File: src/rtl/vga_timing_gen.sv
// vga_timing_gen
//   Raster timing generator for the VGA output path, pixel clock domain.
//   Produces the pixel coordinates, active-high sync, blank and line/frame start
//   markers that the sprite address/colour pipeline consumes. Default timing is
//   1024x768@60 on a 65 MHz pixel clock.
//
// Ports
//   pixel_clk_in     in   1   pixel clock, rising edge
//   rst_n_in         in   1   asynchronous active-low reset
//   en_in            in   1   advance raster when high, freeze when low
//   hcount_out       out  11  pixel column, 0..H_TOTAL-1
//   vcount_out       out  10  line, 0..V_TOTAL-1
//   hsync_out        out  1   high during the horizontal sync interval
//   vsync_out        out  1   high during vertical sync lines (whole lines)
//   blank_out        out  1   high outside the H_ACTIVE x V_ACTIVE region
//   line_start_out   out  1   1-cycle pulse when hcount becomes 0 by wrap
//   frame_start_out  out  1   1-cycle pulse when (h,v) becomes (0,0) by wrap
//
// Every output is a flop. The next coordinates are computed combinationally and
// all decodes are taken from those next coordinates, so sync/blank/pulses always
// describe the coordinates presented in the same cycle.
module vga_timing_gen #(
  parameter int H_ACTIVE = 1024,
  parameter int H_FP     = 24,
  parameter int H_SYNC   = 136,
  parameter int H_BP     = 160,
  parameter int V_ACTIVE = 768,
  parameter int V_FP     = 3,
  parameter int V_SYNC   = 6,
  parameter int V_BP     = 29
) (
  input  logic        pixel_clk_in,
  input  logic        rst_n_in,
  input  logic        en_in,
  output logic [10:0] hcount_out,
  output logic [9:0]  vcount_out,
  output logic        hsync_out,
  output logic        vsync_out,
  output logic        blank_out,
  output logic        line_start_out,
  output logic        frame_start_out
);

  localparam int H_TOTAL = H_ACTIVE + H_FP + H_SYNC + H_BP;
  localparam int V_TOTAL = V_ACTIVE + V_FP + V_SYNC + V_BP;

  // Constants at counter width so every compare is a plain unsigned compare.
  localparam logic [10:0] H_LAST     = 11'(H_TOTAL - 1);
  localparam logic [10:0] H_ACT_END  = 11'(H_ACTIVE);
  localparam logic [10:0] HS_START   = 11'(H_ACTIVE + H_FP);
  localparam logic [10:0] HS_END     = 11'(H_ACTIVE + H_FP + H_SYNC);
  localparam logic [9:0]  V_LAST     = 10'(V_TOTAL - 1);
  localparam logic [9:0]  V_ACT_END  = 10'(V_ACTIVE);
  localparam logic [9:0]  VS_START   = 10'(V_ACTIVE + V_FP);
  localparam logic [9:0]  VS_END     = 10'(V_ACTIVE + V_FP + V_SYNC);

  logic [10:0] hcount_q, hcount_d;
  logic [9:0]  vcount_q, vcount_d;
  logic        hsync_q, hsync_d;
  logic        vsync_q, vsync_d;
  logic        blank_q, blank_d;
  logic        line_start_q, line_start_d;
  logic        frame_start_q, frame_start_d;

  always_comb begin
    hcount_d      = hcount_q;
    vcount_d      = vcount_q;
    line_start_d  = 1'b0;
    frame_start_d = 1'b0;

    if (en_in) begin
      if (hcount_q == H_LAST) begin
        hcount_d     = 11'd0;
        line_start_d = 1'b1;
        if (vcount_q == V_LAST) begin
          vcount_d      = 10'd0;
          frame_start_d = 1'b1;
        end else begin
          vcount_d = vcount_q + 10'd1;
        end
      end else begin
        hcount_d = hcount_q + 11'd1;
      end
    end

    // Decodes of the coordinates that will be presented next cycle. When frozen
    // the coordinates do not change, so these simply reproduce the held values.
    hsync_d = (hcount_d >= HS_START) && (hcount_d < HS_END);
    vsync_d = (vcount_d >= VS_START) && (vcount_d < VS_END);
    blank_d = (hcount_d >= H_ACT_END) || (vcount_d >= V_ACT_END);
  end

  always_ff @(posedge pixel_clk_in or negedge rst_n_in) begin
    if (!rst_n_in) begin
      hcount_q      <= 11'd0;
      vcount_q      <= 10'd0;
      hsync_q       <= 1'b0;
      vsync_q       <= 1'b0;
      blank_q       <= 1'b0;
      line_start_q  <= 1'b0;
      frame_start_q <= 1'b0;
    end else begin
      hcount_q      <= hcount_d;
      vcount_q      <= vcount_d;
      hsync_q       <= hsync_d;
      vsync_q       <= vsync_d;
      blank_q       <= blank_d;
      line_start_q  <= line_start_d;
      frame_start_q <= frame_start_d;
    end
  end

  assign hcount_out      = hcount_q;
  assign vcount_out      = vcount_q;
  assign hsync_out       = hsync_q;
  assign vsync_out       = vsync_q;
  assign blank_out       = blank_q;
  assign line_start_out  = line_start_q;
  assign frame_start_out = frame_start_q;

endmodule
File: config.mk
export PLATFORM = sky130hd
export DESIGN_NAME = vga_timing_gen
export DESIGN_NICKNAME = d
export VERILOG_FILES = /design/src/rtl/vga_timing_gen.sv
export SDC_FILE = /design/constraint.sdc
export NUM_CORES = 1
export LEC_CHECK = 0
export BUFFER_PORTS_ARGS = -buffer_cell sky130_fd_sc_hd__buf_4
export CORE_AREA = 2 2 65 67
export CTS_CLUSTER_DIAMETER = 30
export DETAILED_ROUTE_END_ITERATION = 12
export DIE_AREA = 0 0 67 69
export SLEW_MARGIN = 15
export SYNTH_ARGS = -nofsm -noshare
export SYNTH_HDL_FRONTEND = slang
export SYNTH_SLANG_ARGS = --single-unit
export TNS_END_PERCENT = 20
File: constraint.sdc
create_clock -name pixel_clk_in -period 4.2 [get_ports pixel_clk_in]
set_input_delay 0.84 -clock pixel_clk_in [delete_from_list [all_inputs] [get_ports pixel_clk_in]]
set_output_delay 0.84 -clock pixel_clk_in [all_outputs]
set_load 0.05 [all_outputs]
Yosys cells after proc, flatten, opt, wreduce, memory -nomap -nowiden:

Index checks and enable logic that the tools add are counted.

* input bits: 3
* bits in registers: 26

* equal/unequal tests: 2
* add/subtract/negate cells: 2
* mux-type cells: 10
* magnitude comparators: 6
* reductions and logical operators: 3

Operator list (count)
* 2-to-1 mux 10 bit: 3
* >= comparator 11 bit, second input constant: 2
* 2-to-1 mux 11 bit: 2
* >= comparator 10 bit, second input constant: 2
* adder 11 x 1 -> 11 bit, second input constant: 1
* == test 11 bit, second input constant: 1
* < comparator 11 bit, second input constant: 1
* adder 10 x 1 -> 10 bit, second input constant: 1
* == test 10 bit, second input constant: 1
* < comparator 10 bit, second input constant: 1
* 2-to-1 mux 1 bit: 5
* logical AND 1 bit: 2
* logical OR 1 bit: 1

Logic depth before layout (Yosys ltp):

Gate-level depths: netlist (run 1).

* depth in word-level cells: 6
* depth in mapped cells: 9

Worst setup path after synthesis (run 1):

No wires, ideal clock.

* path kind: input to register
* from: input port en_in
* to: register hsync_q, in the netlist hsync_out
* cell stages on the path: 8
* slack: 1856 ps
* required time: 4080 ps
* library setup time: 120 ps
* arrival time: 2224 ps
* buffers on the path: 2
* path through: buf_2 > and2_1 > nand4_4 > inv_4 > buf_8 > nor2_1 > or4_1 > and4_1

* longest elaborated chain between the ends: 3
* elaborated cells on any way between the ends: 4
* those cells by class: order compare (2); mux (1); reduce/logical (1)

Ends and longest elaborated chain
* start: declaration: RTL line 34 `input logic en_in,`
* 2-to-1 mux 11 bit *: RTL line 71 `if (en_in) begin`
* named net hcount_d[5]: RTL line 57 `logic [10:0] hcount_q, hcount_d;`
* >= comparator 11 bit or < comparator 11 bit (tied branches): RTL line 88 `hsync_d = (hcount_d >= HS_START) && (hcount_d < HS_END);`
* logical AND 1 bit *: RTL line 88
* named net hsync_d: RTL line 59 `logic hsync_q, hsync_d;`
* end signal: assignment: RTL line 105 `hsync_q <= hsync_d;`
* end: declaration: RTL line 59

The timed path passes the listed nets; every way through them passes the cells marked *.

Worst setup path in the final report (run 1):

* from: register vcount_q[1], in the netlist vcount_out[1]
* to: register vsync_q, in the netlist vsync_out

* longest elaborated chain between the ends: 6
* elaborated cells on any way between the ends: 8
* those cells by class: add/sub (1); order compare (2); eq/ne (1); mux (3); reduce/logical (1)

Ends and longest elaborated chain
* start: declaration: RTL line 58 `logic [9:0] vcount_q, vcount_d;`
* start signal: assignment: RTL line 104 `vcount_q <= vcount_d;`
* adder 10 x 1 -> 10 bit or == test 10 bit (tied branches): RTL line 79, 75
* 2-to-1 mux 10 bit: RTL line 75 `if (vcount_q == V_LAST) begin`
* 2-to-1 mux 10 bit: RTL line 72 `if (hcount_q == H_LAST) begin`
* 2-to-1 mux 10 bit *: RTL line 71
* >= comparator 10 bit or < comparator 10 bit (tied branches): RTL line 89 `vsync_d = (vcount_d >= VS_START) && (vcount_d < VS_END);`
* logical AND 1 bit *: RTL line 89
* named net vsync_d: RTL line 60 `logic vsync_q, vsync_d;`
* end signal: assignment: RTL line 106 `vsync_q <= vsync_d;`
* end: declaration: RTL line 60

Marked as above.

==> flow_summary.html, run 1 <==
<table>
<tr><th>Metric</th><th>Value</th></tr>
<tr><th colspan="2">Power</th></tr>
<tr><td>Switching part of the total power</td><td>35.1%</td></tr>
<tr><td>Relative contribution of sequential cells to total power</td><td>44.1%</td></tr>
<tr><td>Net Sw Power</td><td>roughly 250 uW</td></tr>
<tr><td>Combinational cell fraction of total power</td><td>26.8%</td></tr>
<tr><td>Leakage</td><td>0.000790 uW</td></tr>
<tr><td>Internal Power</td><td>462 uW</td></tr>
<tr><td>Power density normalized to cell area</td><td>between 300 and 400 nW/um^2</td></tr>
<tr><td>Largest vdd supply drop</td><td>215 uV</td></tr>
<tr><td>Share of total power in the clock network</td><td>29.1%</td></tr>
<tr><th colspan="2">Timing</th></tr>
<tr><td>Transition at the pin with the smallest max-transition slack</td><td>roughly 0.46 ns</td></tr>
<tr><td>Unrepaired setup endpoints after global routing</td><td>no</td></tr>
<tr><td>Total negative setup slack</td><td>0 ns</td></tr>
<tr><td>Worst hold margin</td><td>0.464 ns</td></tr>
<tr><td>Maximum clock skew at final layout</td><td>0.00690 ns</td></tr>
<tr><td>Shortest period the worst path allows</td><td>2.21 ns</td></tr>
<tr><td>Max Transition Viols Final</td><td>0</td></tr>
<tr><td>Max transition margin</td><td>69.2%</td></tr>
<tr><td>Final Cycle Share</td><td>52.6%</td></tr>
<tr><td>Final setup viols</td><td>0</td></tr>
<tr><td>Maximum clock rate</td><td>453 MHz</td></tr>
<tr><td>Final Hold Fails</td><td>0</td></tr>
<tr><th colspan="2">Yosys</th></tr>
<tr><td>Async SR Flop Fraction</td><td>100%</td></tr>
<tr><td>Register bit count reported by yosys</td><td>26</td></tr>
<tr><td>Sequential fraction of the synthesis area</td><td>43.4%</td></tr>
<tr><td>Synth Flop Type</td><td>sky130_fd_sc_hd__dfrtp_1</td></tr>
<tr><td>Mean Syn Cell Area</td><td>10.3 um^2</td></tr>
<tr><td>Total standard cell area after synthesis</td><td>roughly 1500 um^2</td></tr>
<tr><td>Syn nets</td><td>151</td></tr>
<tr><td>Warnings, synthesis</td><td>0</td></tr>
<tr><td>Synthesized instance count</td><td>roughly 150</td></tr>
<tr><td>Number of different library cells in the post-synthesis netlist</td><td>48</td></tr>
<tr><td>EDFF count, synth</td><td>0</td></tr>
<tr><th colspan="2">Clock network</th></tr>
<tr><td>Setup bufs post-CTS</td><td>0</td></tr>
<tr><td>TritonCTS buffer count</td><td>3</td></tr>
<tr><td>CTS root buf</td><td>sky130_fd_sc_hd__clkbuf_8</td></tr>
<tr><td>Clock slew at reported path FFs</td><td>0.10 ns</td></tr>
<tr><td>Quantity of hold-fixing buffers added after cts</td><td>0</td></tr>
<tr><td>Clk Latency, worst-skew pair</td><td>0.27 ns</td></tr>
<tr><td>Clock buffer depth</td><td>2</td></tr>
<tr><td>Number of instances resized during post-cts repair</td><td>0</td></tr>
<tr><td>Number of sinks driven by the clock tree</td><td>26</td></tr>
<tr><td>CTS tree</td><td>done</td></tr>
<tr><td>H-Tree Level Count</td><td>1</td></tr>
<tr><th colspan="2">Die</th></tr>
<tr><td>Number of core rows</td><td>23</td></tr>
<tr><td>Count of pins on the block boundary</td><td>29</td></tr>
<tr><td>Area of the die</td><td>around 4600 um^2</td></tr>
<tr><td>Starting utilization of the core area</td><td>38.3%</td></tr>
<tr><td>Vertical die dimension</td><td>69 um</td></tr>
<tr><td>Placeable Area</td><td>3910 um^2</td></tr>
<tr><td>Die width</td><td>between 60 and 70 um</td></tr>
<tr><th colspan="2">Cells and area</th></tr>
<tr><td>Nets</td><td>179</td></tr>
<tr><td>Antenna diode count</td><td>0</td></tr>
<tr><td>Fraction of final layout cells with drive strength greater than 1</td><td>26.2%</td></tr>
<tr><td>Most used cells in the layout excluding fill and tap cells</td><td>28 x sky130_fd_sc_hd__buf_4, 26 x sky130_fd_sc_hd__dfrtp_1, 15 x sky130_fd_sc_hd__nand3_1</td></tr>
<tr><td>Fin util</td><td>~46%</td></tr>
<tr><td>Multi-input gate area</td><td>about 800 um^2</td></tr>
<tr><td>Footprint of the flip-flops and latches</td><td>651 um^2</td></tr>
<tr><td>Fillers</td><td>424</td></tr>
<tr><td>Layout Cell Area excl Fill</td><td>1800 um^2</td></tr>
<tr><td>Final cell count without fillers</td><td>222</td></tr>
<tr><td>Layout-stage area growth over the synthesis result</td><td>20.3%</td></tr>
<tr><td>Leading cell type in the layout, fill and taps excluded</td><td>sky130_fd_sc_hd__buf_4</td></tr>
<tr><th colspan="2">Placed design</th></tr>
<tr><td>Post-placement cell area</td><td>1730 um^2</td></tr>
<tr><td>Routability Congestion</td><td>about 0.91</td></tr>
<tr><td>Count of input and output buffers</td><td>28</td></tr>
<tr><td># placed instances</td><td>between 200 and 250</td></tr>
<tr><td>Half-perimeter wire length of the detailed placement result</td><td>2420 um</td></tr>
<tr><th colspan="2">Setup path</th></tr>
<tr><td>Data required, critical path</td><td>4.39 ns</td></tr>
<tr><td>Largest fanout on the critical path</td><td>6</td></tr>
<tr><td>Crit path arrival time</td><td>2.40 ns</td></tr>
<tr><td>Endpoint type of the worst setup path</td><td>flop</td></tr>
<tr><td>Kind of start point of the critical path</td><td>flop</td></tr>
<tr><td>Startpoint-to-endpoint class of the critical path</td><td>reg2reg</td></tr>
<tr><th colspan="2">Routing</th></tr>
<tr><td>Total wire length after detailed routing</td><td>3180 um</td></tr>
<tr><td>Final routed DRC violation total</td><td>0</td></tr>
<tr><td>Count of vias placed by the detailed router</td><td>1221</td></tr>
<tr><td>Average via count per standard cell</td><td>5.50</td></tr>
<tr><td>Routed length per instance</td><td>14.3 um</td></tr>
<tr><td>Detailed-routing iteration count for the pre-antenna-repair pass</td><td>6</td></tr>
<tr><td>Violation count after the first detailed-route iteration</td><td>30</td></tr>
<tr><td>ANT nets after route</td><td>0</td></tr>
<tr><th colspan="2">Global routing</th></tr>
<tr><td>Total routing resource utilization after global routing</td><td>14.1%</td></tr>
<tr><td>Global-route wire length before repair</td><td>5190 um</td></tr>
<tr><td>Largest net degree at the start of global routing</td><td>27</td></tr>
<tr><td>Vias in the first global route</td><td>about 1100</td></tr>
<tr><td>Number of antenna violations at the first check in global routing</td><td>0</td></tr>
<tr><td>Remaining Overflow, GRT</td><td>0</td></tr>
<tr><th colspan="2">Hold path</th></tr>
<tr><td>Tightest Hold Check Type</td><td>in2async</td></tr>
<tr><th colspan="2">Status</th></tr>
<tr><td>Outcome</td><td>finished clean</td></tr>
<tr><th colspan="2">Run</th></tr>
<tr><td>Number of maximum-capacitance violations</td><td>0</td></tr>
</table>
[state kept, by name (all words and copies together) (netlist names)]
signal	count
vsync_out	1
vcount_out	10
hsync_out	1
line_start_out	1
blank_out	1
frame_start_out	1
hcount_out	11
[power groups by stage]
stage | clock network (uW) | registers [uW] | logic, uW
floorplan | 0 | 395 | 53.0
CTS | 212 | 314 | 194
finish | 207 | 314 | 191
global route | 222 | 319 | 207
detailed placement | 0 | 319 | 193
global placement | 0 | 318 | 192
[cell usage after synthesis, types with 2 or more instances]
cell type                   n  area [um^2]
sky130_fd_sc_hd__and2_1     2         12.5
sky130_fd_sc_hd__and3_1     3         18.8
sky130_fd_sc_hd__and4_1     2         17.5
sky130_fd_sc_hd__buf_2      2         10.0
sky130_fd_sc_hd__dfrtp_1   26          651
sky130_fd_sc_hd__ha_1       3         37.5
sky130_fd_sc_hd__inv_1      7         26.3
sky130_fd_sc_hd__mux2_2     2         22.5
sky130_fd_sc_hd__mux2i_1    3         30.0
sky130_fd_sc_hd__nand2_1    4         15.0
sky130_fd_sc_hd__nand3_1   15         75.1
sky130_fd_sc_hd__nand3b_1   2         15.0
sky130_fd_sc_hd__nand4_1    6         37.5
sky130_fd_sc_hd__nand4_4    2         42.5
sky130_fd_sc_hd__nand4b_1   2         17.5
sky130_fd_sc_hd__nor2_1    13         48.8
sky130_fd_sc_hd__nor3_1     3         15.0
sky130_fd_sc_hd__o21ai_0    5         25.0
sky130_fd_sc_hd__o22ai_1    2         12.5
sky130_fd_sc_hd__o31ai_1    3         22.5
sky130_fd_sc_hd__or2_2      2         12.5
sky130_fd_sc_hd__xnor2_1    7         61.3
sky130_fd_sc_hd__xor2_1     4         35.0
[stage by stage]
step | total power (uW) | setup WS [ns]
floorplan | 448 | 1.86
global placement | 510 | 1.81
detailed placement | 512 | 1.78
CTS | 720 | 1.99
global route | 748 | 1.81
finish | 712 | 1.99
[cells by family after synthesis]
logic type               after synthesis  share of synthesized area [%]
AND/OR/NAND/NOR                       66                           28.8
buffers and inverters                 13                           4.84
AO/OA/AOI/OAI                         20                           9.09
flip-flops                            26                           43.4
adder cells (fa/ha/maj)                3                           2.50
XOR/XNOR                              11                           6.42
multiplexers                           6                           5.00
[cell type report]
class / count / share of cell area (%)
multi-input combinational: 106 / 43.1
sequential: 26 / 36.1
timing repair buffer: 28 / 11.7
tap: 50 / 3.47
clock buffer: 3 / 2.29
inverter: 8 / 1.80
clock inverter: 1 / 1.66
[layer usage]
layer	vias up	share of wire [%]	track usage, %
met5	-	0	0
met3	2	4.2	2.45
li1	590	-	-
met1	608	46	18.6
met2	21	49	23.8
met4	0	0.54	3.40
[final timing paths]
kind / depth (start not counted) / start / slack [ns] / endpoint
max in group asynchronous: 1 / rst_n_in / 3.48 / vcount_out[4]$_DFF_PN0_
worst max-delay path: 8 / vcount_out[1]$_DFF_PN0_ / 1.99 / vsync_out$_DFF_PN0_
min in group pixel_clk_in: 1 / vcount_out[4]$_DFF_PN0_ / 0.60 / vcount_out[4]$_DFF_PN0_
worst min register to register: 1 / vcount_out[4]$_DFF_PN0_ / 0.60 / vcount_out[4]$_DFF_PN0_
worst max register to register: 8 / vcount_out[1]$_DFF_PN0_ / 1.99 / vsync_out$_DFF_PN0_
worst min-delay path: 1 / rst_n_in / 0.46 / hcount_out[9]$_DFF_PN0_
[critical path: stages, from the launching register on]
cell and delay, ns:
sky130_fd_sc_hd__dfrtp_1 0.48, sky130_fd_sc_hd__inv_1 0.09, sky130_fd_sc_hd__ha_1 0.14, sky130_fd_sc_hd__nand4bb_1 0.15, sky130_fd_sc_hd__nor3_1 0.39, sky130_fd_sc_hd__o22ai_1 0.20
sky130_fd_sc_hd__nor4_1 0.29, sky130_fd_sc_hd__mux2i_1 0.13, sky130_fd_sc_hd__nor4b_2 0.26
No activity file was read; power rests on OpenSTA's default activity.
==> run 2, diff against run 1 <==
Settings changed: ABC_AREA from default to 1, CORE_AREA 2 2 65 67 to 2 2 68 70, DIE_AREA 0 0 67 69 to 0 0 70 72.
Clock period 4.2 ns to 2.3 ns, I/O delays scaled along.
==> flow_summary.html, run 2 <==
<table>
<tr><th>Metric</th><th>Value</th></tr>
<tr><th colspan="2">Status</th></tr>
<tr><td>Outcome</td><td>finished clean (unchanged)</td></tr>
<tr><th colspan="2">Cells and area</th></tr>
<tr><td>Number of flip-flops in the largest register</td><td>11 (unchanged)</td></tr>
<tr><td>Fraction of final layout cells with drive strength greater than 1</td><td>18.2% (was 26.2%)</td></tr>
<tr><td>Footprint of the flip-flops and latches</td><td>651 um^2 (unchanged)</td></tr>
<tr><td>Multi-input gate area</td><td>842 um^2 (was 777 um^2)</td></tr>
<tr><td>Layout-stage area growth over the synthesis result</td><td>20.2% (was 20.3%)</td></tr>
<tr><td>Leading cell type in the layout, fill and taps excluded</td><td>sky130_fd_sc_hd__nand2_1 (was sky130_fd_sc_hd__buf_4)</td></tr>
<tr><td>Antenna diode count</td><td>0 (unchanged)</td></tr>
<tr><td>Fillers</td><td>458 (was 424)</td></tr>
<tr><td>Nets</td><td>281 (was 179)</td></tr>
<tr><td>Most used cells in the layout excluding fill and tap cells</td><td>75 x sky130_fd_sc_hd__nand2_1, 46 x sky130_fd_sc_hd__inv_1, 28 x sky130_fd_sc_hd__nand3_1, 28 x sky130_fd_sc_hd__buf_4, 27 x sky130_fd_sc_hd__nor2_1 (was 28 x sky130_fd_sc_hd__buf_4, 26 x sky130_fd_sc_hd__dfrtp_1, 15 x sky130_fd_sc_hd__nand3_1)</td></tr>
<tr><td>Final cell count without fillers</td><td>326 (was 222)</td></tr>
<tr><th colspan="2">Clock network</th></tr>
<tr><td>Setup bufs post-CTS</td><td>0 (unchanged)</td></tr>
<tr><td>CTS root buf</td><td>sky130_fd_sc_hd__clkbuf_8 (unchanged)</td></tr>
<tr><td>H-Tree Level Count</td><td>1 (unchanged)</td></tr>
<tr><td>Number of instances resized during post-cts repair</td><td>0 (unchanged)</td></tr>
<tr><td>Clock slew at reported path FFs</td><td>0.10 ns (about the same)</td></tr>
<tr><td>Clock buffer depth</td><td>2 (unchanged)</td></tr>
<tr><td>Quantity of hold-fixing buffers added after cts</td><td>0 (unchanged)</td></tr>
<tr><td>Number of sinks driven by the clock tree</td><td>26 (unchanged)</td></tr>
<tr><td>Clk Latency, worst-skew pair</td><td>0.28 ns (was 0.27 ns)</td></tr>
<tr><td>CTS tree</td><td>done (unchanged)</td></tr>
<tr><td>TritonCTS buffer count</td><td>3 (unchanged)</td></tr>
<tr><th colspan="2">Routing</th></tr>
<tr><td>Detailed-routing iteration count for the pre-antenna-repair pass</td><td>4 (was 6)</td></tr>
<tr><td>Count of vias placed by the detailed router</td><td>1514 (was 1221)</td></tr>
<tr><td>Average via count per standard cell</td><td>4.64 (was 5.50)</td></tr>
<tr><td>ANT nets after route</td><td>0 (unchanged)</td></tr>
<tr><td>Final routed DRC violation total</td><td>0 (unchanged)</td></tr>
<tr><td>Total wire length after detailed routing</td><td>3670 um (was 3180 um)</td></tr>
<tr><td>Routed length per instance</td><td>11.3 um (was 14.3 um)</td></tr>
<tr><td>Violation count after the first detailed-route iteration</td><td>77 (was 30)</td></tr>
<tr><th colspan="2">Yosys</th></tr>
<tr><td>Total standard cell area after synthesis</td><td>1680 um^2 (was 1500 um^2)</td></tr>
<tr><td>Number of different library cells in the post-synthesis netlist</td><td>27 (was 48)</td></tr>
<tr><td>Async SR Flop Fraction</td><td>100% (unchanged)</td></tr>
<tr><td>Top cells by count, synth</td><td>75 x sky130_fd_sc_hd__nand2_1, 46 x sky130_fd_sc_hd__inv_1, 28 x sky130_fd_sc_hd__nand3_1 (was 26 x sky130_fd_sc_hd__dfrtp_1, 15 x sky130_fd_sc_hd__nand3_1, 13 x sky130_fd_sc_hd__nor2_1)</td></tr>
<tr><td>Cells taking the most area after synthesis</td><td>sky130_fd_sc_hd__dfrtp_1 39%, sky130_fd_sc_hd__nand2_1 17%, sky130_fd_sc_hd__inv_1 10% (was sky130_fd_sc_hd__dfrtp_1 43%, sky130_fd_sc_hd__nand3_1 5.0%, sky130_fd_sc_hd__xnor2_1 4.1%)</td></tr>
<tr><td>Warnings, synthesis</td><td>0 (unchanged)</td></tr>
<tr><td>Most frequently used cell type in the post-synthesis netlist</td><td>sky130_fd_sc_hd__nand2_1 (was sky130_fd_sc_hd__dfrtp_1)</td></tr>
<tr><td>Syn nets</td><td>249 (was 151)</td></tr>
<tr><td>Sequential fraction of the synthesis area</td><td>38.7% (was 43.4%)</td></tr>
<tr><td>Synth top area share</td><td>38.7% (was 43.4%)</td></tr>
<tr><td>Mean Syn Cell Area</td><td>6.92 um^2 (was 10.3 um^2)</td></tr>
<tr><td>Synth Flop Type</td><td>sky130_fd_sc_hd__dfrtp_1 (unchanged)</td></tr>
<tr><td>Synthesized instance count</td><td>243 (was 145)</td></tr>
<tr><td>Cell type with the largest total area after synthesis</td><td>sky130_fd_sc_hd__dfrtp_1 (unchanged)</td></tr>
<tr><td>EDFF count, synth</td><td>0 (unchanged)</td></tr>
<tr><td>Register bit count reported by yosys</td><td>26 (unchanged)</td></tr>
<tr><th colspan="2">Timing</th></tr>
<tr><td>Final setup viols</td><td>0 (unchanged)</td></tr>
<tr><td>Final Cycle Share</td><td>80.3% (was 52.6%)</td></tr>
<tr><td>Shortest period the worst path allows</td><td>1.85 ns (was 2.21 ns)</td></tr>
<tr><td>Max transition margin</td><td>73.6% (was 69.2%)</td></tr>
<tr><td>Total negative setup slack</td><td>0 ns (unchanged)</td></tr>
<tr><td>Maximum clock skew at final layout</td><td>0.00780 ns (was 0.00690 ns)</td></tr>
<tr><td>Final Hold Fails</td><td>0 (unchanged)</td></tr>
<tr><td>Final worst setup slack</td><td>0.453 ns (was 1.99 ns)</td></tr>
<tr><td>Max Transition Viols Final</td><td>0 (unchanged)</td></tr>
<tr><td>Unrepaired setup endpoints after global routing</td><td>no (unchanged)</td></tr>
<tr><td>Maximum clock rate</td><td>541 MHz (was 453 MHz)</td></tr>
<tr><td>Transition at the pin with the smallest max-transition slack</td><td>0.393 ns (was 0.459 ns)</td></tr>
<tr><th colspan="2">Placed design</th></tr>
<tr><td>Half-perimeter wire length of the detailed placement result</td><td>2920 um (was 2420 um)</td></tr>
<tr><td>Routability Congestion</td><td>0.820 (was 0.914)</td></tr>
<tr><td>Dpl ws</td><td>0.459 ns (was 1.78 ns)</td></tr>
<tr><td># placed instances</td><td>322 (was 218)</td></tr>
<tr><td>Count of input and output buffers</td><td>28 (unchanged)</td></tr>
<tr><th colspan="2">Hold path</th></tr>
<tr><td>Tightest Hold Check Type</td><td>in2async (unchanged)</td></tr>
<tr><th colspan="2">Die</th></tr>
<tr><td>Vertical die dimension</td><td>72 um (was 69 um)</td></tr>
<tr><td>Count of pins on the block boundary</td><td>29 (unchanged)</td></tr>
<tr><td>Die width</td><td>70 um (was 67 um)</td></tr>
<tr><td>Starting utilization of the core area</td><td>39.4% (was 38.3%)</td></tr>
<tr><td>Number of core rows</td><td>24 (was 23)</td></tr>
<tr><td>Placeable Area</td><td>4260 um^2 (was 3910 um^2)</td></tr>
<tr><td>Area of the die</td><td>5040 um^2 (was 4620 um^2)</td></tr>
<tr><th colspan="2">Setup path</th></tr>
<tr><td>Most common cell on crit path</td><td>sky130_fd_sc_hd__nand2_1</td></tr>
<tr><td>Delay contributed by the slowest stage of the critical path</td><td>0.40 ns (was 0.48 ns)</td></tr>
<tr><td>Endpoint type of the worst setup path</td><td>flop (unchanged)</td></tr>
<tr><td>Register-to-register path setup slack</td><td>0.45 ns (was 1.99 ns)</td></tr>
<tr><td>Largest fanout on the critical path</td><td>4 (was 6)</td></tr>
<tr><td>Depth of the worst register-to-register path</td><td>11 (was 8)</td></tr>
<tr><td>Startpoint-to-endpoint class of the critical path</td><td>reg2reg (unchanged)</td></tr>
<tr><td>Kind of start point of the critical path</td><td>flop (unchanged)</td></tr>
<tr><td>Sequence of cells on the critical path</td><td>ha_1 &gt; nand3_1 &gt; nor3_1 &gt; inv_1 &gt; nand2_1 &gt; nand2_1 &gt; nand2_1 &gt; nand2_1 &gt; nor2_1 &gt; nand2_1 &gt; nor2_1 (was inv_1 &gt; ha_1 &gt; nand4bb_1 &gt; nor3_1 &gt; o22ai_1 &gt; nor4_1 &gt; mux2i_1 &gt; nor4b_2)</td></tr>
<tr><td>Reg-to-reg endpoint</td><td>vsync_out$_DFF_PN0_ (unchanged)</td></tr>
<tr><td>Crit path arrival time</td><td>2.06 ns (was 2.40 ns)</td></tr>
<tr><td>Cell type of the slowest stage on the worst timing path</td><td>sky130_fd_sc_hd__dfrtp_1 (unchanged)</td></tr>
<tr><td>Reg2Reg Launch Point</td><td>hcount_out[1]$_DFF_PN0_ (was vcount_out[1]$_DFF_PN0_)</td></tr>
<tr><td>Data required, critical path</td><td>2.52 ns (was 4.39 ns)</td></tr>
<tr><th colspan="2">Run</th></tr>
<tr><td>Number of maximum-capacitance violations</td><td>0 (unchanged)</td></tr>
<tr><th colspan="2">Global routing</th></tr>
<tr><td>Total routing resource utilization after global routing</td><td>15.9% (was 14.1%)</td></tr>
<tr><td>Vias in the first global route</td><td>1400 (was 1131)</td></tr>
<tr><td>Largest net degree at the start of global routing</td><td>27 (unchanged)</td></tr>
<tr><td>Remaining Overflow, GRT</td><td>0 (unchanged)</td></tr>
<tr><td>Global-route wire length before repair</td><td>6380 um (was 5190 um)</td></tr>
<tr><td>Number of antenna violations at the first check in global routing</td><td>0 (unchanged)</td></tr>
<tr><th colspan="2">Power</th></tr>
<tr><td>Leakage</td><td>0.00116 uW (was 0.000790 uW)</td></tr>
<tr><td>Total design power</td><td>1630 uW (was 712 uW)</td></tr>
<tr><td>Largest vdd supply drop</td><td>575 uV (was 215 uV)</td></tr>
<tr><td>Power density normalized to cell area</td><td>808 nW/um^2 (was 395 nW/um^2)</td></tr>
</table>
==> run 2: cell type report <==
| class | instances | share of cell area (%) |
|---|---|---|
| clock buffers | 3 | 2.04 |
| well taps | 52 | 3.22 |
| inverters | 48 | 8.92 |
| flip-flops and latches | 26 | 32.2 |
| repair buffers | 28 | 10.4 |
| multi-input cells | 168 | 41.7 |
| clock inverters | 1 | 1.49 |
==> run 2: stage by stage <==
stage	instance area, um^2	utilization [%]	hold WS (ns)
after floorplan	1680	-	0.164
after global placement	1950	45.7	0.394
final	2020	47.4	0.0775
after global routing	2020	47.4	0.0852
after detailed placement	1950	45.7	0.393
after CTS	2020	47.4	0.0829
==> run 2: kinds of logic (layout without fill, tap and decap cells) <==
family / Yosys count / count (layout) / share of synthesized area [%]
flip-flops: 26 / 26 / 38.7
AND/OR/NAND/NOR: 149 / 149 / 42.0
XOR/XNOR: 2 / 2 / 1.04
adder cells (fa/ha/maj): 3 / 3 / 2.23
AO/OA/AOI/OAI: 14 / 14 / 4.84
buffers and inverters: 49 / 80 / 11.2
==> run 2: worst max-delay path by stage <==
stage,start,end,slack (ns),cells past startpoint
2_1_floorplan,hcount_out[1]$_DFF_PN0_,vsync_out$_DFF_PN0_,0.35,11
3_3_place_gp,hcount_out[1]$_DFF_PN0_,vsync_out$_DFF_PN0_,0.46,11
3_5_place_dp,hcount_out[1]$_DFF_PN0_,vsync_out$_DFF_PN0_,0.46,11
4_1_cts,hcount_out[1]$_DFF_PN0_,vsync_out$_DFF_PN0_,0.43,11
5_1_grt,hcount_out[1]$_DFF_PN0_,vsync_out$_DFF_PN0_,0.23,11
6_report,hcount_out[1]$_DFF_PN0_,vsync_out$_DFF_PN0_,0.45,11
==> run 2: layer usage <==
layer | GRT usage [%] | part of all wire [%] | vias to the layer above
li1 | - | - | 806
met4 | 7.26 | 2.5 | 0
met1 | 21.0 | 48 | 677
met2 | 26.3 | 47 | 23
met5 | 0 | 0 | -
met3 | 2.08 | 2.6 | 8
==> run 2: power by group <==
| group | internal (uW) | switching, uW | total [uW] | leakage, uW |
|---|---|---|---|---|
| clock network | 233 | 152 | 385 | 0.0000357 |
| logic | 180 | 446 | 625 | 0.000831 |
| registers | 522 | 99.9 | 622 | 0.000295 |
==> run 2: worst max-delay path, delay by kind of cell (launching register included) <==
| family | cells | cell delay, ns |
|---|---|---|
| flip-flops | 1 | 0.40 |
| AND/OR/NAND/NOR | 9 | 1.03 |
| adder cells (fa/ha/maj) | 1 | 0.26 |
| buffers and inverters | 1 | 0.11 |
==> run 3, diff against run 2 <==
Clock period 2.3 ns to 1.52 ns, I/O delays scaled along.
==> flow_summary.html, run 3 (synthesized netlist as in run 2, its figures left out) <==
<table>
<tr><th>Metric</th><th>Value</th></tr>
<tr><th colspan="2">Placed design</th></tr>
<tr><td>Half-perimeter wire length of the detailed placement result</td><td>3310 um (was 2920 um)</td></tr>
<tr><td>Routability Congestion</td><td>0.830 (was 0.820)</td></tr>
<tr><td># placed instances</td><td>363 (was 322)</td></tr>
<tr><td>Count of input and output buffers</td><td>28 (unchanged)</td></tr>
<tr><td>Dpl ws</td><td>-0.204 ns (was 0.459 ns)</td></tr>
<tr><th colspan="2">Die</th></tr>
<tr><td>Area of the die</td><td>5040 um^2 (unchanged)</td></tr>
<tr><td>Vertical die dimension</td><td>72 um (unchanged)</td></tr>
<tr><td>Starting utilization of the core area</td><td>39.4% (unchanged)</td></tr>
<tr><td>Die width</td><td>70 um (unchanged)</td></tr>
<tr><td>Count of pins on the block boundary</td><td>29 (unchanged)</td></tr>
<tr><td>Number of core rows</td><td>24 (unchanged)</td></tr>
<tr><td>Placeable Area</td><td>4260 um^2 (unchanged)</td></tr>
<tr><th colspan="2">Timing</th></tr>
<tr><td>Final Hold Fails</td><td>0 (unchanged)</td></tr>
<tr><td>Max Transition Viols Final</td><td>0 (unchanged)</td></tr>
<tr><td>Final Cycle Share</td><td>112% (was 80.3%)</td></tr>
<tr><td>Shortest period the worst path allows</td><td>1.71 ns (was 1.85 ns)</td></tr>
<tr><td>Transition at the pin with the smallest max-transition slack</td><td>0.340 ns (was 0.393 ns)</td></tr>
<tr><td>Final worst setup slack</td><td>-0.189 ns (was 0.453 ns)</td></tr>
<tr><td>Max transition margin</td><td>77.4% (was 73.6%)</td></tr>
<tr><td>Maximum clock skew at final layout</td><td>0.00286 ns (was 0.00780 ns)</td></tr>
<tr><td>Total negative setup slack</td><td>-0.482 ns (was 0 ns)</td></tr>
<tr><td>Maximum clock rate</td><td>585 MHz (was 541 MHz)</td></tr>
<tr><td>Final setup viols</td><td>6 (was 0)</td></tr>
<tr><td>Unrepaired setup endpoints after global routing</td><td>yes (was no)</td></tr>
<tr><th colspan="2">Clock network</th></tr>
<tr><td>TritonCTS buffer count</td><td>3 (unchanged)</td></tr>
<tr><td>H-Tree Level Count</td><td>1 (unchanged)</td></tr>
<tr><td>CTS tree</td><td>done (unchanged)</td></tr>
<tr><td>Clock buffer depth</td><td>2 (unchanged)</td></tr>
<tr><td>Clock slew at reported path FFs</td><td>0.10 ns (about the same)</td></tr>
<tr><td>Clk Latency, worst-skew pair</td><td>0.27 ns (was 0.28 ns)</td></tr>
<tr><td>Number of sinks driven by the clock tree</td><td>26 (unchanged)</td></tr>
<tr><td>CTS root buf</td><td>sky130_fd_sc_hd__clkbuf_8 (unchanged)</td></tr>
<tr><th colspan="2">Cells and area</th></tr>
<tr><td>Antenna diode count</td><td>0 (unchanged)</td></tr>
<tr><td>Final cell count without fillers</td><td>371 (was 326)</td></tr>
<tr><td>Nets</td><td>326 (was 281)</td></tr>
<tr><td>Fin util</td><td>57.6% (was 47.4%)</td></tr>
<tr><td>Most used cells in the layout excluding fill and tap cells</td><td>71 x sky130_fd_sc_hd__nand2_1, 71 x sky130_fd_sc_hd__buf_4, 44 x sky130_fd_sc_hd__inv_1 (was 75 x sky130_fd_sc_hd__nand2_1, 46 x sky130_fd_sc_hd__inv_1, 28 x sky130_fd_sc_hd__nand3_1, 28 x sky130_fd_sc_hd__buf_4, 27 x sky130_fd_sc_hd__nor2_1)</td></tr>
<tr><td>Fraction of final layout cells with drive strength greater than 1</td><td>40.8% (was 18.2%)</td></tr>
<tr><td>Layout-stage area growth over the synthesis result</td><td>46.2% (was 20.2%)</td></tr>
<tr><td>Number of flip-flops in the largest register</td><td>11 (unchanged)</td></tr>
<tr><td>Fillers</td><td>418 (was 458)</td></tr>
<tr><th colspan="2">Setup path</th></tr>
<tr><td>Endpoint type of the worst setup path</td><td>flop (unchanged)</td></tr>
<tr><td>Data required, critical path</td><td>1.73 ns (was 2.52 ns)</td></tr>
<tr><td>Kind of start point of the critical path</td><td>flop (unchanged)</td></tr>
<tr><td>Startpoint-to-endpoint class of the critical path</td><td>reg2reg (unchanged)</td></tr>
<tr><td>Largest fanout on the critical path</td><td>8 (was 4)</td></tr>
<tr><td>Crit path arrival time</td><td>1.92 ns (was 2.06 ns)</td></tr>
<tr><th colspan="2">Routing</th></tr>
<tr><td>Detailed-routing iteration count for the pre-antenna-repair pass</td><td>4 (unchanged)</td></tr>
<tr><td>Average via count per standard cell</td><td>4.58 (was 4.64)</td></tr>
<tr><td>Final routed DRC violation total</td><td>0 (unchanged)</td></tr>
<tr><td>Count of vias placed by the detailed router</td><td>1701 (was 1514)</td></tr>
<tr><td>Routed length per instance</td><td>11.3 um (about the same)</td></tr>
<tr><td>Met3 routed WL</td><td>152 um (was 94 um)</td></tr>
<tr><td>Met2 WL</td><td>2140 um (was 1720 um)</td></tr>
<tr><td>Uppermost metal layer occupied by signal nets</td><td>met4 (unchanged)</td></tr>
<tr><td>Total wire length after detailed routing</td><td>4190 um (was 3670 um)</td></tr>
<tr><td>ANT nets after route</td><td>0 (unchanged)</td></tr>
<tr><td>Routed metal-1 wirelength</td><td>1860 um (was 1770 um)</td></tr>
<tr><td>Violation count after the first detailed-route iteration</td><td>66 (was 77)</td></tr>
<tr><th colspan="2">Global routing</th></tr>
<tr><td>Remaining Overflow, GRT</td><td>0 (unchanged)</td></tr>
<tr><td>Vias in the first global route</td><td>1672 (was 1400)</td></tr>
<tr><td>Total routing resource utilization after global routing</td><td>17.5% (was 15.9%)</td></tr>
<tr><td>Global-route wire length before repair</td><td>7200 um (was 6380 um)</td></tr>
<tr><td>Number of antenna violations at the first check in global routing</td><td>0 (unchanged)</td></tr>
<tr><td>Largest net degree at the start of global routing</td><td>27 (unchanged)</td></tr>
<tr><th colspan="2">Hold path</th></tr>
<tr><td>Tightest Hold Check Type</td><td>in2reg (was in2async)</td></tr>
<tr><th colspan="2">Power</th></tr>
<tr><td>Largest vdd supply drop</td><td>933 uV (was 575 uV)</td></tr>
<tr><td>Leakage</td><td>0.00138 uW (was 0.00116 uW)</td></tr>
<tr><td>Power density normalized to cell area</td><td>1080 nW/um^2 (was 808 nW/um^2)</td></tr>
<tr><th colspan="2">Status</th></tr>
<tr><td>Failing checks</td><td>negative setup slack</td></tr>
<tr><td>Outcome</td><td>finished, violations left (was finished clean)</td></tr>
<tr><th colspan="2">Run</th></tr>
<tr><td>Number of maximum-capacitance violations</td><td>0 (unchanged)</td></tr>
</table>
run 3: power breakdown:
| group | leakage, uW | internal, uW | switching, uW |
|---|---|---|---|
| Clock | 0.0000288 | 232 | 232 |
| Sequential | 0.000282 | 809 | 117 |
| Combinational | 0.00107 | 466 | 799 |
| Total | 0.00138 | 1510 | 1150 |
run 3: path summary, 6_finish.rpt:
path                                    startpoint                  endpoint  slack [ns]  depth (start not counted)
setup / recovery           hcount_out[0]$_DFF_PN0_       vsync_out$_DFF_PN0_       -0.19                         11
hold / removal                               en_in   hcount_out[0]$_DFF_PN0_        0.31                          4
setup reg to reg           hcount_out[0]$_DFF_PN0_       vsync_out$_DFF_PN0_       -0.19                         11
hold reg to reg            hcount_out[2]$_DFF_PN0_   hcount_out[2]$_DFF_PN0_        0.62                          2
max in group asynchronous                 rst_n_in  hcount_out[10]$_DFF_PN0_        0.77                          2
min in group asynchronous                 rst_n_in   vcount_out[4]$_DFF_PN0_        0.47                          2
run 3: final cells by class:
type	instances	area, um^2	area share [%]
flip-flops and latches	26	668	27.2
multi-input cells	168	935	38.0
repair buffers	73	554	22.6
inverters	48	180	7.33
clock buffers	4	55.1	2.24
well taps	52	65.1	2.65
run 3: timing repair:
item                                    CTS  global route
buffers inserted                          0             3
endpoints found under the setup margin    7            12
pin swaps                                 1            12
gates resized for setup                   5            20
hold endpoints to repair                 26             0
hold buffers                              1             0
run 3: layer usage:
layer / vias to the layer above / GRT usage [%]
li1: 898 / -
met1: 765 / 21.3
met2: 30 / 32.3
met3: 8 / 3.75
met4: 0 / 3.42
met5: - / 0
run 3: through the flow:
| stage | hold slack, ns | instance area [um^2] | power (uW) |
|---|---|---|---|
| after global routing | 0.347 | 2460 | 2810 |
| after global placement | 0.236 | 2290 | 2140 |
| after detailed placement | 0.241 | 2290 | 2160 |
| final | 0.308 | 2460 | 2650 |
| after CTS | 0.305 | 2380 | 2640 |
| after floorplan | 0.00841 | 1720 | 1680 |
run 3: worst max-delay path, stage by stage (launching register included):
cell and delay [ns]:
sky130_fd_sc_hd__dfrtp_2 0.40, sky130_fd_sc_hd__ha_4 0.16, sky130_fd_sc_hd__nand3_4 0.10, sky130_fd_sc_hd__nor2_8 0.17
sky130_fd_sc_hd__nand2_4 0.10, sky130_fd_sc_hd__nor2_8 0.18, sky130_fd_sc_hd__o21ai_1 0.09, sky130_fd_sc_hd__nand2_1 0.11
sky130_fd_sc_hd__nand3_2 0.07, sky130_fd_sc_hd__nor2_2 0.12, sky130_fd_sc_hd__nand2_1 0.06, sky130_fd_sc_hd__nor2_1 0.09
